<file path="src/rtl/seven_seg_scan_driver.sv">
// seven_seg_scan_driver
// Time-multiplexed N-digit hex 7-segment driver. Scans one digit per refresh slot
// and drives shared segment lines {g,f,e,d,c,b,a} plus one-hot digit enables.
// New value/blank_mask pairs are double-buffered and only take effect at the frame
// boundary (scan wrapping from the last digit back to digit 0), so a frame never tears.
// Optional feature macro: LEADING_ZERO_BLANK_EN -- when defined, leading zero digits
// (above digit 0) are automatically darkened in addition to the blank mask.
module seven_seg_scan_driver #(
   parameter int NUM_DIGITS     = 4,
   parameter int REFRESH_DIV    = 50000,
   parameter int SEG_ACTIVE_LOW = 1,
   parameter int DIG_ACTIVE_LOW = 1
) (
   input  logic                      clk,
   input  logic                      rst_n,
   input  logic                      load_i,
   input  logic [4*NUM_DIGITS-1:0]   value_i,
   input  logic [NUM_DIGITS-1:0]     blank_mask_i,
   output logic [6:0]                seg_o,
   output logic [NUM_DIGITS-1:0]     an_o,
   output logic                      frame_done_o
);

   localparam int IDX_W   = (NUM_DIGITS > 1) ? $clog2(NUM_DIGITS) : 1;
   localparam int PRESC_W = $clog2(REFRESH_DIV);

   localparam logic [PRESC_W-1:0]    PRESC_LAST = PRESC_W'(REFRESH_DIV - 1);
   localparam logic [PRESC_W-1:0]    PRESC_PRE  = PRESC_W'(REFRESH_DIV - 2);
   localparam logic [PRESC_W-1:0]    PRESC_ONE  = PRESC_W'(1);
   localparam logic [PRESC_W-1:0]    PRESC_ZERO = PRESC_W'(0);
   localparam logic [IDX_W-1:0]      IDX_LAST   = IDX_W'(NUM_DIGITS - 1);
   localparam logic [IDX_W-1:0]      IDX_ONE    = IDX_W'(1);
   localparam logic [IDX_W-1:0]      IDX_ZERO   = IDX_W'(0);
   localparam logic [6:0]            SEG_DARK   = (SEG_ACTIVE_LOW != 0) ? 7'h7F : 7'h00;
   localparam logic [NUM_DIGITS-1:0] AN_OFF     = (DIG_ACTIVE_LOW != 0) ?
                                                  {NUM_DIGITS{1'b1}} : {NUM_DIGITS{1'b0}};

   // Active-high hex-to-segment encoding, bit order {g,f,e,d,c,b,a}.
   function automatic logic [6:0] hex_to_seg(input logic [3:0] nib);
      logic [6:0] s;
      case (nib)
         4'h0:    s = 7'h3F;
         4'h1:    s = 7'h06;
         4'h2:    s = 7'h5B;
         4'h3:    s = 7'h4F;
         4'h4:    s = 7'h66;
         4'h5:    s = 7'h6D;
         4'h6:    s = 7'h7D;
         4'h7:    s = 7'h07;
         4'h8:    s = 7'h7F;
         4'h9:    s = 7'h6F;
         4'hA:    s = 7'h77;
         4'hB:    s = 7'h7C;
         4'hC:    s = 7'h58;
         4'hD:    s = 7'h5E;
         4'hE:    s = 7'h79;
         4'hF:    s = 7'h71;
         default: s = 7'h00;
      endcase
      return s;
   endfunction

   logic [PRESC_W-1:0]      presc_q,     presc_d;
   logic [IDX_W-1:0]        idx_q,       idx_d;
   logic [4*NUM_DIGITS-1:0] disp_val_q,  disp_val_d;
   logic [NUM_DIGITS-1:0]   disp_mask_q, disp_mask_d;
   logic [4*NUM_DIGITS-1:0] pend_val_q,  pend_val_d;
   logic [NUM_DIGITS-1:0]   pend_mask_q, pend_mask_d;
   logic                    pend_vld_q,  pend_vld_d;
   logic                    frame_done_q, frame_done_d;
   logic [6:0]              seg_q,       seg_d;
   logic [NUM_DIGITS-1:0]   an_q,        an_d;

   logic                    tick_s;
   logic                    last_s;
   logic                    boundary_s;
   logic [NUM_DIGITS-1:0]   lz_s;
   logic [3:0]              nib_s;
   logic                    blank_s;
   logic [6:0]              lit_s;
   logic                    zero_run_s;

   // Leading-zero mask: a digit is auto-blanked when it and every digit above it are zero.
   always_comb begin
      lz_s       = {NUM_DIGITS{1'b0}};
      zero_run_s = 1'b1;
`ifdef LEADING_ZERO_BLANK_EN
      for (int k = NUM_DIGITS - 1; k >= 1; k--) begin
         if (disp_val_q[4*k +: 4] != 4'h0) begin
            zero_run_s = 1'b0;
         end else begin
            zero_run_s = zero_run_s;
         end
         lz_s[k] = zero_run_s;
      end
`else
      zero_run_s = 1'b0;
`endif
   end

   // Next-state: prescaler, scan index, double buffer, and the registered display outputs.
   always_comb begin
      tick_s      = (presc_q == PRESC_LAST);
      last_s      = (idx_q == IDX_LAST);
      boundary_s  = tick_s && last_s;

      presc_d     = presc_q;
      idx_d       = idx_q;
      disp_val_d  = disp_val_q;
      disp_mask_d = disp_mask_q;
      pend_val_d  = pend_val_q;
      pend_mask_d = pend_mask_q;
      pend_vld_d  = pend_vld_q;

      if (tick_s) begin
         presc_d = PRESC_ZERO;
         if (last_s) begin
            idx_d = IDX_ZERO;
         end else begin
            idx_d = idx_q + IDX_ONE;
         end
      end else begin
         presc_d = presc_q + PRESC_ONE;
      end

      // A load coinciding with the boundary bypasses the buffer and wins over it.
      if (boundary_s) begin
         if (load_i) begin
            disp_val_d  = value_i;
            disp_mask_d = blank_mask_i;
            pend_vld_d  = 1'b0;
         end else if (pend_vld_q) begin
            disp_val_d  = pend_val_q;
            disp_mask_d = pend_mask_q;
            pend_vld_d  = 1'b0;
         end else begin
            pend_vld_d  = pend_vld_q;
         end
      end else if (load_i) begin
         pend_val_d  = value_i;
         pend_mask_d = blank_mask_i;
         pend_vld_d  = 1'b1;
      end else begin
         pend_vld_d  = pend_vld_q;
      end

      // Pulse lands in the cycle whose clock edge performs the wrap, so a load
      // seen together with frame_done is applied on that same edge.
      frame_done_d = (presc_q == PRESC_PRE) && last_s;

      nib_s   = 4'h0;
      blank_s = 1'b0;
      an_d    = AN_OFF;
      for (int k = 0; k < NUM_DIGITS; k++) begin
         if (idx_q == IDX_W'(k)) begin
            nib_s    = disp_val_q[4*k +: 4];
            blank_s  = disp_mask_q[k] | lz_s[k];
            an_d[k]  = ~AN_OFF[k];
         end else begin
            an_d[k]  = AN_OFF[k];
         end
      end

      if (blank_s) begin
         lit_s = 7'h00;
      end else begin
         lit_s = hex_to_seg(nib_s);
      end

      if (SEG_ACTIVE_LOW != 0) begin
         seg_d = ~lit_s;
      end else begin
         seg_d = lit_s;
      end
   end

   // State and output registers; reset restarts the scan at digit 0 and drops pending data.
   always_ff @(posedge clk or negedge rst_n) begin
      if (!rst_n) begin
         presc_q      <= PRESC_ZERO;
         idx_q        <= IDX_ZERO;
         disp_val_q   <= {(4*NUM_DIGITS){1'b0}};
         disp_mask_q  <= {NUM_DIGITS{1'b0}};
         pend_val_q   <= {(4*NUM_DIGITS){1'b0}};
         pend_mask_q  <= {NUM_DIGITS{1'b0}};
         pend_vld_q   <= 1'b0;
         frame_done_q <= 1'b0;
         seg_q        <= SEG_DARK;
         an_q         <= AN_OFF;
      end else begin
         presc_q      <= presc_d;
         idx_q        <= idx_d;
         disp_val_q   <= disp_val_d;
         disp_mask_q  <= disp_mask_d;
         pend_val_q   <= pend_val_d;
         pend_mask_q  <= pend_mask_d;
         pend_vld_q   <= pend_vld_d;
         frame_done_q <= frame_done_d;
         seg_q        <= seg_d;
         an_q         <= an_d;
      end
   end

   assign seg_o        = seg_q;
   assign an_o         = an_q;
   assign frame_done_o = frame_done_q;

endmodule

</file>
<file path="config.mk">
export PLATFORM = sky130hd
export DESIGN_NAME = seven_seg_scan_driver
export DESIGN_NICKNAME = d
export VERILOG_FILES = /design/src/rtl/seven_seg_scan_driver.sv
export SDC_FILE = /design/constraint.sdc
export NUM_CORES = 1
export LEC_CHECK = 0
export ABC_AREA = 1
export BUFFER_PORTS_ARGS = -buffer_cell sky130_fd_sc_hd__buf_2
export CAP_MARGIN = 10
export CORE_UTILIZATION = 31
export DETAILED_ROUTE_END_ITERATION = 10
export GPL_TIMING_DRIVEN = 0
export PLACE_DENSITY_LB_ADDON = 0.3
export SYNTH_ARGS = -nofsm -noshare
export SYNTH_HDL_FRONTEND = slang
export SYNTH_SLANG_ARGS = --single-unit
</file>
<file path="constraint.sdc">
create_clock -name clk -period 3.8 [get_ports clk]
set_input_delay 0.38 -clock clk [delete_from_list [all_inputs] [get_ports clk]]
set_output_delay 0.38 -clock clk [all_outputs]
set_load 0.01 [all_outputs]
</file>
== Yosys cells after proc, flatten, opt, wreduce, memory -nomap -nowiden ==
Memories as Yosys holds them, arrays and structs flattened.
Cells that the tools add are included.

* Flip-flop bits (word level): 71
* Bits in read-only memories: 112
* Input bits: 23
* Output and inout bits: 12
* Word-level logic and storage cells: 48
* Memories kept: 1

{| class="wikitable"
|+ Memories
! memory !! words !! width !! read ports !! clocked after memory_dff !! write ports !! RTL line !! source
|-
| (name not given) || 16 || 7 || 1 || 0 || 0 || 41 || <nowiki>case (nib)</nowiki>
|}

* $add $sub $neg: 2
* Equal/unequal tests: 5
* Muxes and demuxes: 21
* Bitwise operators: 2
* Reductions and logical operators: 7

{| class="wikitable"
|+ Operator list
! cell !! count
|-
| $mux W16 || 3
|-
| $eq A16 B16 Y1 const B || 2
|-
| $mux W4 || 6
|-
| $add A16 B1 Y16 const B || 1
|-
| $mux W1 || 10
|-
| $mux W7 || 1
|-
| $not A7 Y7 || 1
|-
| $eq A2 B2 Y1 const B || 2
|-
| $reduce_and A2 Y1 || 2
|-
| $reduce_bool A2 Y1 || 2
|-
| $add A2 B1 Y2 const B || 1
|-
| $eq A2 B1 Y1 const B || 1
|-
| $logic_and A1 B1 Y1 || 2
|-
| $logic_not A2 Y1 || 1
|-
| $mux W2 || 1
|-
| $not A1 Y1 || 1
|}

== Depth between registers and ports, before layout ==
Gate-level depths: netlist of run 1.
An unclocked memory read counts as a cell.

* Depth in word-level cells: 8
* Gate-level depth with buffers: 13
* Gate-level depth less buffers: 13

== Least setup slack after synthesis of run 1 ==
No wires, ideal clock.

* Kind: register -> register
* From: reg idx_q[0]
* To: reg seg_q[1] (netlist: seg_o[1])
* Setup time: 0.066 ns
* Arrival time: 2.072 ns
* Data required time: 3.734 ns
* Slack: 1.662 ns
* Stages on the path, launching flop included: 12
* Buffers on the path: 0
* Clock period less this slack: 2.138 ns
* Cell sequence: dfrtp_1 inv_1 ha_1 inv_2 nor2_1 nor2_1 a21oi_2 inv_1 ha_1 nand3b_1 or2_2 nand3_1

* Cells in the longest elaborated chain, start to end: 8
* Elaborated cells on any way between the ends: 15
* Those cells by class: eq/ne: 3; mux: 9; bitwise: 1; reduce/logical: 1; memory: 1

{| class="wikitable"
|+ RTL lines
! element !! RTL line !! source
|-
| from (decl) || 64 || <nowiki>logic [IDX_W-1:0] idx_q, idx_d;</nowiki>
|-
| from (signal assigned) || 192 || <nowiki>idx_q <= idx_d;</nowiki>
|-
| $logic_not A2 Y1 || 155 || <nowiki>if (idx_q == IDX_W'(k)) begin</nowiki>
|-
| $mux W4 (4 in a row) || 155 ||
|-
| $mem_v2 Z16 W7 || -- ||
|-
| $mux W7 (*) || 164 || <nowiki>if (blank_s) begin</nowiki>
|-
| $not A7 Y7 (*) || 171 || <nowiki>seg_d = ~lit_s;</nowiki>
|-
| named net seg_d[1] || 71 || <nowiki>logic [6:0] seg_q, seg_d;</nowiki>
|-
| to (signal assigned) || 199 || <nowiki>seg_q <= seg_d;</nowiki>
|-
| to (decl) || 71 ||
|}

The timed path passes the listed nets; every way through them passes the cells marked *.
A chain may end at the register's enable or synchronous reset.

== Final worst setup path of run 1 ==
* From: reg idx_q[1]
* To: reg seg_q[1] (netlist: seg_o[1])

Same word-level chain as after synthesis.

==> results of run 1 <==
## layout by cell type, fill, tap and decap left out, types with 2 or more instances in the layout
cell and count:
inv_2 2, buf_2 35, buf_6 8, dfstp_2 11, bufinv_16 3, ha_1 12, o21bai_1 2, a21oi_1 8
clkbuf_16 9, nand3_1 44, mux2i_1 20, nand2_4 2, nand3b_1 2, nor3_1 6, clkinv_2 2, o21ai_2 20
buf_1 2, inv_1 32, or2_2 2, nand4_1 4, xor2_1 6, buf_4 2, nand2_2 13, nand2_1 105
nor2_1 23, dfrtp_1 60, o21ai_0 6, nor3b_1 2
## stage by stage
step                power [mW]  setup slack (ns)  hold WS [ns]
finish                    1.84              1.28         0.167
global route              1.91              1.02         0.248
CTS                       1.87              1.26         0.225
detailed placement       0.891              1.29         0.458
global placement         0.888              1.36         0.452
floorplan                0.846              1.66        0.0844
## layout make-up
class,instances,area [um2]
Buffer,15,124
Clock buffer,10,239
Clock inverter,6,108
Fill cell,1199,7140
Inverter,35,136
Multi-Input combinational cell,285,1640
Sequential cell,71,1790
Tap cell,143,179
Timing Repair Buffer,33,168
## synthesized netlist by cell type
master      n
inv_1      32
buf_4       1
inv_2       2
nor4_1      1
nor2_1     23
nand2_2    13
clkbuf_1    1
xor2_1      6
or2_2       2
o21bai_1    2
nor3_1      6
o21ai_1     1
nand4_1     4
dfrtp_1    60
nor3b_1     2
buf_2       3
nor2_4      1
buf_6       8
nand3_1    44
nand2_4     2
nand3_4     1
o211ai_1    1
nor2_2      1
o21ai_2    20
ha_1       12
a21oi_1     8
buf_1       2
a31o_2      1
mux2i_1    20
nand3b_1    2
clkinv_4    1
nand2_1   105
dfstp_2    11
a21oi_2     1
o21ai_0     6
## power by group
group	leakage [nW]	total [mW]	switching, mW	internal [mW]
Sequential	0.897	0.785	0.00936	0.776
Clock	0.168	0.966	0.310	0.656
Combinational	1.17	0.0908	0.0578	0.0330
Total	2.24	1.84	0.377	1.46
## how the worst max path moves through the flow
stage                     slack [ns]  endpoint  depth (start not counted)
after floorplan                 1.66  seg_o[1]                         11
after global placement          1.36  seg_o[1]                         11
after detailed placement        1.29  seg_o[1]                         11
after CTS                       1.26  seg_o[1]                         11
after global routing            1.02  seg_o[1]                         11
final                           1.28  seg_o[1]                         11
## registers in the layout, summed over array words and instances, names as in the netlist
register / flops
seg_o: 7
pend_vld_q: 1
disp_val_q: 16
pend_mask_q: 4
presc_q: 16
pend_val_q: 16
an_o: 4
disp_mask_q: 4
frame_done_o: 1
idx_q: 2
## layer usage
metal | global-route usage (%) | up-vias | routed length, um
li1 | - | 1402 | -
met1 | 18.2 | 1257 | 3640
met2 | 21.7 | 73 | 3520
met3 | 3.50 | 6 | 411
met4 | 4.32 | 0 | 62
met5 | 0 | - | 0
## cell families (layout without fill, tap and decap cells)
family / count (synthesis) / in the layout / synth area share (%)
simple gates: 207 / 207 / 25.6
flops: 71 / 71 / 48.6
buf+inv: 50 / 99 / 7.06
compound gates: 40 / 40 / 7.87
mux: 20 / 20 / 5.43
fa+ha+maj: 12 / 12 / 4.07
xor+xnor: 6 / 6 / 1.43
==> results.toml, run 1 <==
[run_status]
status = "complete, but fails checks"
violations = "design-rule violations"

[route]
wl_per_cell_um = 12.8
drt_iter0_drc = 121
dr.pass1.iters = 7
vias = 2738
drc = 8
wirelength_um = 7630
ant_nets = 0
vias_per_cell = 4.58

[final_layout]
utilization_pct = 38.0
drive_gt1_share_pct = 25.7
fin_cells = 598
final_nets = 485
n_antenna_cell = 0
final_area_mm2 = 0.00438
area_delta_synth_final_pct = 18.8

[critical_path]
critPathRequiredTime_ns = 4.06
cpMostUsedCell = "inv_1"
ff2ff_setup_slack_ns = 1.28
critPathMaxStageDelay_ns = 0.40
critical_path.startpoint_type = "flop"
crit_path_top_delay_cell = "dfrtp_1"
r2r_end = "seg_o[1]"
r2r_cells = 11
end_kind = "flop"
cp_data_arrival_time_ns = 2.78
cp_top_family = "simple AND/OR/NAND/NOR gates"
path_class = "flop to flop"
worstSetupStartpoint = "idx_q[1]"
rr_startpoint = "idx_q[1]"
path_cells = "inv_1 > ha_1 > inv_1 > nand3_1 > nand2_1 > a21oi_2 > inv_1 > ha_1 > nand3b_1 > or2_2 > nand3_1"
cp_max_fo = 8
crit_buf_inv = 3

[power_and_ir_drop]
ir_worst_vdd_mv = 0.245
leakagePower_nw = 2.24
power_density_mw_per_mm2 = 421

[global_routing]
grt_use_total_pct = 13.6
grt_pass1_vias = 2832
antenna_found_initial = 0
grt_first_pass_wirelength_um = 13500
grt_overflow = 0
grt_max_degree = 72

[sta]
setup_tns_ns = 0
rsz0062_at_grt = "false"
hold_viol_final = 0
worst_slew_pin_slew_ns = 0.899
max_slew_margin_pct = 40.1
drv_slew = 0
fmax_ghz = 0.396
final.min_clock_period_ns = 2.52
skew_ns = 0.0102
post-route-period-util_pct = 66.4
setup_viol = 0

[floorplan]
die_w_um = 111
core-area_mm2 = 0.0115
num_rows = 39
die_y_um = 111
initial_core_util_pct = 32.0
die-area_mm2 = 0.0123
pin_count = 35

[synth]
synth_nets = 441
syn_area_per_cell_um2 = 9.08
ys_types = 35
synth_area_leaders = "dfrtp_1 (41%), nand2_1 (11%), dfstp_2 (7.8%)"
synth_top_area_share_pct = 40.7
synth_top_area_cell = "dfrtp_1"
synthCells = 406
ys_ff_latch = 71
ys_seq_area_share_pct = 48.6
ys_warn_count = 0
netlist_area_mm2 = 0.00369

[place]
io_buffers = 33
gp_congestion = 0.825
placed_area_mm2 = 0.00403
dpl.hpwl_um = 5430
placed_cells = 582

[clocking]
numCtsBuffers = 9
cts_resized = 0
cts_root_buf = "clkbuf_16"
cts_setup_buffers = 0
hold_buffers = 0
htreeDepth = 3
cts_tree = "yes"
clk-insertion-delay-late_ns = 0.33
clk_pin_slew_ns = 0.06
cts_sinks = 71
clockBufferDepth = 2

[flow_run]
cap_violations = 0

[min_path]
hold_class = "primary input to asynchronous set/reset pin"
(Power assumes the default switching activity.)
==> run 2, diff against run 1 <==
==> constraint.sdc (replaced) <==
create_clock -name clk -period 2.3 [get_ports clk]
set_input_delay 0.23 -clock clk [delete_from_list [all_inputs] [get_ports clk]]
set_output_delay 0.23 -clock clk [all_outputs]
set_load 0.01 [all_outputs]
==> results.toml, run 2 (same netlist as run 1, synthesis figures left out) <==
[run_status]
status = "complete, but fails checks"
violations = "design-rule violations"

[clocking]
clk_pin_slew_ns = 0.06
numCtsBuffers = 9
cts_tree = "yes"
clk-insertion-delay-late_ns = 0.33
cts_root_buf = "clkbuf_16"
hold_buffers = 0
htreeDepth = 3
cts_sinks = 71
clockBufferDepth = 2

[sta]
post-route-period-util_pct = 92.6
final.min_clock_period_ns = 2.13
drv_slew = 0
setup_tns_ns = 0
worst_slew_pin_slew_ns = 0.898
fmax_ghz = 0.470
skew_ns = 0.0114
rsz0062_at_grt = "false"
setup_slack_ns = 0.170
max_slew_margin_pct = 40.1
setup_viol = 0
hold_viol_final = 0

[critical_path]
path_cells = "buf_4 > ha_4 > a21oi_1 > nand2_1 > a21oi_4 > inv_1 > ha_1 > nand3b_1 > or2_2 > nand3_1"
cp_max_fo = 6
critical_path.startpoint_type = "flop"
cp_data_arrival_time_ns = 2.39
end_kind = "flop"
crit_buf_inv = 2
critPathMaxStageDelay_ns = 0.41
cp_top_family = "simple AND/OR/NAND/NOR gates"
crit_path_top_delay_cell = "dfrtp_1"
critPathRequiredTime_ns = 2.56
path_class = "flop to flop"

[final_layout]
num-fill-cells = 1192
final_nets = 487
final_area_mm2 = 0.00444
drive_gt1_share_pct = 27.6
final_common_cell = "nand2_1"
area_delta_synth_final_pct = 20.5
largestRegisters = "disp_val_q x16, pend_val_q x16, presc_q x16"
mostFrequentLayoutCells = "nand2_1 (104), dfrtp_1 (60), nand3_1 (44)"
n_antenna_cell = 0

[floorplan]
initial_core_util_pct = 32.0
num_rows = 39
core-area_mm2 = 0.0115
die-area_mm2 = 0.0123
pin_count = 35
die_w_um = 111
die_y_um = 111

[flow_run]
cap_violations = 0

[place]
dpl.hpwl_um = 5430
placed_area_mm2 = 0.00403
io_buffers = 33
dp_slack_ns = -0.209
gp_congestion = 0.825

[route]
drt_iter0_drc = 122
ant_nets = 0
dr.pass1.iters = 7
vias = 2735
wirelength_um = 7700
vias_per_cell = 4.56
drc = 8
wl_per_cell_um = 12.8

[power_and_ir_drop]
ir_worst_vdd_mv = 0.406
power_density_mw_per_mm2 = 685
leakagePower_nw = 2.25

[min_path]
hold_class = "primary input to asynchronous set/reset pin"

[global_routing]
grt_first_pass_wirelength_um = 13500
grt_overflow = 0
antenna_found_initial = 0
grt_use_total_pct = 13.7
grt_max_degree = 72
grt_pass1_vias = 2841
[run 2: changes by cell type in the layout (fill, tap and decap cells not counted)]
cell     delta
ha_4        +3
nand2_1     -1
a21oi_4     +1
buf_4       +2
a21oi_2     -1
inv_1       -3
nand2_2     +1
ha_1        -3
inv_2       +3
[run 2: layer usage]
layer,GRT usage [%],vias to the layer above,wire [um]
met5,0,-,0
met4,4.32,0,60
met2,21.8,57,3520
met3,3.50,5,336
li1,-,1406,-
met1,18.3,1267,3780
[run 2: area by class of cell]
class                           instances  area, um2  share of cell area (%)
Tap cell                              143        179                    4.03
Inverter                               35        136                    3.07
Clock buffer                           10        239                    5.38
Timing Repair Buffer                   35        183                    4.11
Buffer                                 15        124                    2.79
Multi-Input combinational cell        285       1680                    37.9
Sequential cell                        71       1790                    40.3
Clock inverter                          6        108                    2.42
[run 2: through the flow]
step                      utilization, %  hold slack (ns)  std cells  power, mW
after floorplan                        -          -0.0656        406       1.40
after global placement              35.0            0.452        582       1.47
after detailed placement            35.0            0.424        582       1.47
after CTS                           38.2           0.0748        599       3.09
after global routing                38.6           0.0980        600       3.16
final                               38.6           0.0329        600       3.05
[run 2: timing repair]
| item | 4_1_cts | 5_1_grt |
|---|---|---|
| setup buffers | 1 | 1 |
| pin swaps | 1 | 0 |
| setup endpoints to repair | 2 | 5 |
| gates resized for setup | 2 | 9 |
[run 2: worst paths after layout]
| check | startpoint | to | slack [ns] | cells after the start |
|---|---|---|---|---|
| max | idx_q[1] | seg_o[1] | 0.17 | 10 |
| max in group asynchronous | rst_n | disp_val_q[10] | 1.69 | 1 |
| max reg2reg | idx_q[1] | seg_o[1] | 0.17 | 10 |
| min in group clk | value_i[7] | pend_val_q[7] | 0.14 | 3 |
| min | rst_n | presc_q[11] | 0.03 | 1 |
| min reg2reg | pend_val_q[1] | pend_val_q[1] | 0.47 | 2 |
[run 2: power breakdown]
part | internal (mW) | total, mW | switching (mW)
clock | 1.08 | 1.60 | 0.514
combinational | 0.0545 | 0.150 | 0.0959
sequential | 1.28 | 1.30 | 0.0155
[run 2: worst register-to-register path, stage by stage, from the launching register on]
cell      delay [ns]
dfrtp_1         0.41
buf_4           0.15
ha_4            0.17
a21oi_1         0.12
nand2_1         0.12
a21oi_4         0.19
inv_1           0.09
ha_1            0.26
nand3b_1        0.18
or2_2           0.29
nand3_1         0.09
==> run 3, diff against run 2 <==
--- a/config.mk
+++ b/config.mk
@@ -12,6 +12,7 @@
 export DETAILED_ROUTE_END_ITERATION = 10
 export GPL_TIMING_DRIVEN = 0
 export PLACE_DENSITY_LB_ADDON = 0.3
+export REMOVE_ABC_BUFFERS = 1
 export SYNTH_ARGS = -nofsm -noshare
 export SYNTH_HDL_FRONTEND = slang
 export SYNTH_SLANG_ARGS = --single-unit
==> constraint.sdc (replaced) <==
create_clock -name clk -period 2.75 [get_ports clk]
set_input_delay 0.275 -clock clk [delete_from_list [all_inputs] [get_ports clk]]
set_output_delay 0.275 -clock clk [all_outputs]
set_load 0.01 [all_outputs]
==> results.toml, run 3 (same netlist as run 1, synthesis figures left out) <==
[route]
wirelength_um = 7200
dr.pass1.iters = 5
drc = 0
vias_per_cell = 4.58
drt_iter0_drc = 127
vias = 2678
wl_per_cell_um = 12.3
ant_nets = 0

[floorplan]
pin_count = 35
core-area_mm2 = 0.0115
initial_core_util_pct = 32.0
die-area_mm2 = 0.0123
die_y_um = 111
die_w_um = 111
num_rows = 39

[critical_path]
crit_path_top_delay_cell = "dfrtp_1"
cp_max_fo = 8
path_cells = "inv_1 > ha_1 > inv_2 > nor2_1 > nor2_1 > a21oi_4 > inv_1 > ha_1 > nand3b_1 > or2_2 > nand3_1"
end_kind = "flop"
r2r_cells = 11
critical_path.startpoint_type = "flop"
r2r_end = "seg_o[1]"
critPathMaxStageDelay_ns = 0.40
path_class = "flop to flop"
ff2ff_setup_slack_ns = 0.25
rr_startpoint = "idx_q[0]"
cp_data_arrival_time_ns = 2.76
critPathRequiredTime_ns = 3.02

[global_routing]
antenna_found_initial = 0
grt_first_pass_wirelength_um = 12400
grt_max_degree = 43
grt_use_total_pct = 12.8
grt_pass1_vias = 2512
grt_overflow = 0

[clocking]
htreeDepth = 3
clk-insertion-delay-late_ns = 0.34
clk_pin_slew_ns = 0.06
cts_root_buf = "clkbuf_16"
cts_setup_buffers = 0
cts_tree = "yes"
cts_sinks = 71
numCtsBuffers = 9
clockBufferDepth = 2

[place]
placed_cells = 569
dpl.hpwl_um = 4940
gp_congestion = 0.790
io_buffers = 34

[final_layout]
fin_cells = 585
final_common_cell = "nand2_1"
largestRegisters = "disp_val_q x16, pend_val_q x16, presc_q x16"
area_delta_synth_final_pct = 14.7
n_antenna_cell = 0
final_nets = 473
mostFrequentLayoutCells = "nand2_1 (105), dfrtp_1 (60), nand3_1 (44)"
drive_gt1_share_pct = 23.8

[power_and_ir_drop]
p_seq_share_pct = 47.5
power.share.clock_pct = 47.3
ir_worst_vdd_mv = 0.388
power_mw = 2.29
leakagePower_nw = 2.15
power_density_mw_per_mm2 = 540
intPower_mw = 1.77
sw_frac_of_total_pct = 22.5
switching_power_uw = 514
p_comb_share_pct = 5.2

[sta]
worst_slew_pin_slew_ns = 0.984
setup_tns_ns = 0
fmax_ghz = 0.400
post-route-period-util_pct = 90.8
hold_viol_final = 0
skew_ns = 0.00920
final.min_clock_period_ns = 2.50
setup_viol = 0
drv_slew = 0
max_slew_margin_pct = 34.4
fin_hold_ws_ns = 0.185
rsz0062_at_grt = "false"

[min_path]
whs_endpoint = "pend_val_q[5]"
hold_class = "primary input to flop"
holdPathStages = 3
hold_start = "value_i[5]"

[flow_run]
cap_violations = 0

[run_status]
status = "completed"
==> run 3: power by group through the flow <==
stage | sequential (mW) | combinational, mW | clock (mW)
final | 1.09 | 0.120 | 1.08
after global routing | 1.09 | 0.138 | 1.16
after CTS | 1.08 | 0.124 | 1.12
after detailed placement | 1.10 | 0.122 | 0
after global placement | 1.10 | 0.116 | 0
after floorplan | 1.10 | 0.0554 | 0
==> run 3: through the flow <==
stage | utilization [%] | area [um2] | setup slack, ns
final | 36.7 | 4230 | 0.252
after global routing | 36.7 | 4230 | 0.0755
after global placement | 34.0 | 3910 | 0.283
after CTS | 36.7 | 4220 | 0.153
after detailed placement | 34.2 | 3940 | 0.206
after floorplan | - | 3560 | 0.593
==> run 3: routing by layer <==
| metal | part of all wire, % | track usage [%] |
|---|---|---|
| met1 | 50 | 17.6 |
| met2 | 44 | 18.3 |
| met3 | 5.1 | 5.19 |
| met4 | 1.4 | 3.78 |
| met5 | 0 | 0 |
==> run 3: worst max-delay path by stage <==
stage                  start  endpoint
detailed placement  idx_q[0]  seg_o[1]
floorplan           idx_q[0]  seg_o[1]
global route        idx_q[0]  seg_o[1]
CTS                 idx_q[0]  seg_o[1]
global placement    idx_q[0]  seg_o[1]
finish              idx_q[0]  seg_o[1]
==> run 3: critical path: cells and delay by family, from the launching register on <==
kind / cells / cell delay [ns]
buffers and inverters: 3 / 0.38
AOI/OAI and AO/OA: 1 / 0.31
adders and majority gates: 2 / 0.61
and+or+nand+nor: 5 / 0.74
DFF: 1 / 0.40
==> run 3: cell type report <==
type | count | area, um2
Inverter | 35 | 136
Timing Repair Buffer | 36 | 203
Multi-Input combinational cell | 285 | 1640
Sequential cell | 71 | 1790
Tap cell | 143 | 179
Clock buffer | 12 | 256
Fill cell | 1192 | 7290
Clock inverter | 3 | 20.0
==> run 3: what timing repair did <==
| action | CTS | global route |
|---|---|---|
| resized for setup | 0 | 1 |
| setup endpoints to repair | 0 | 1 |
| endpoints found under the hold margin | 30 | 0 |
| hold buffers | 1 | 0 |
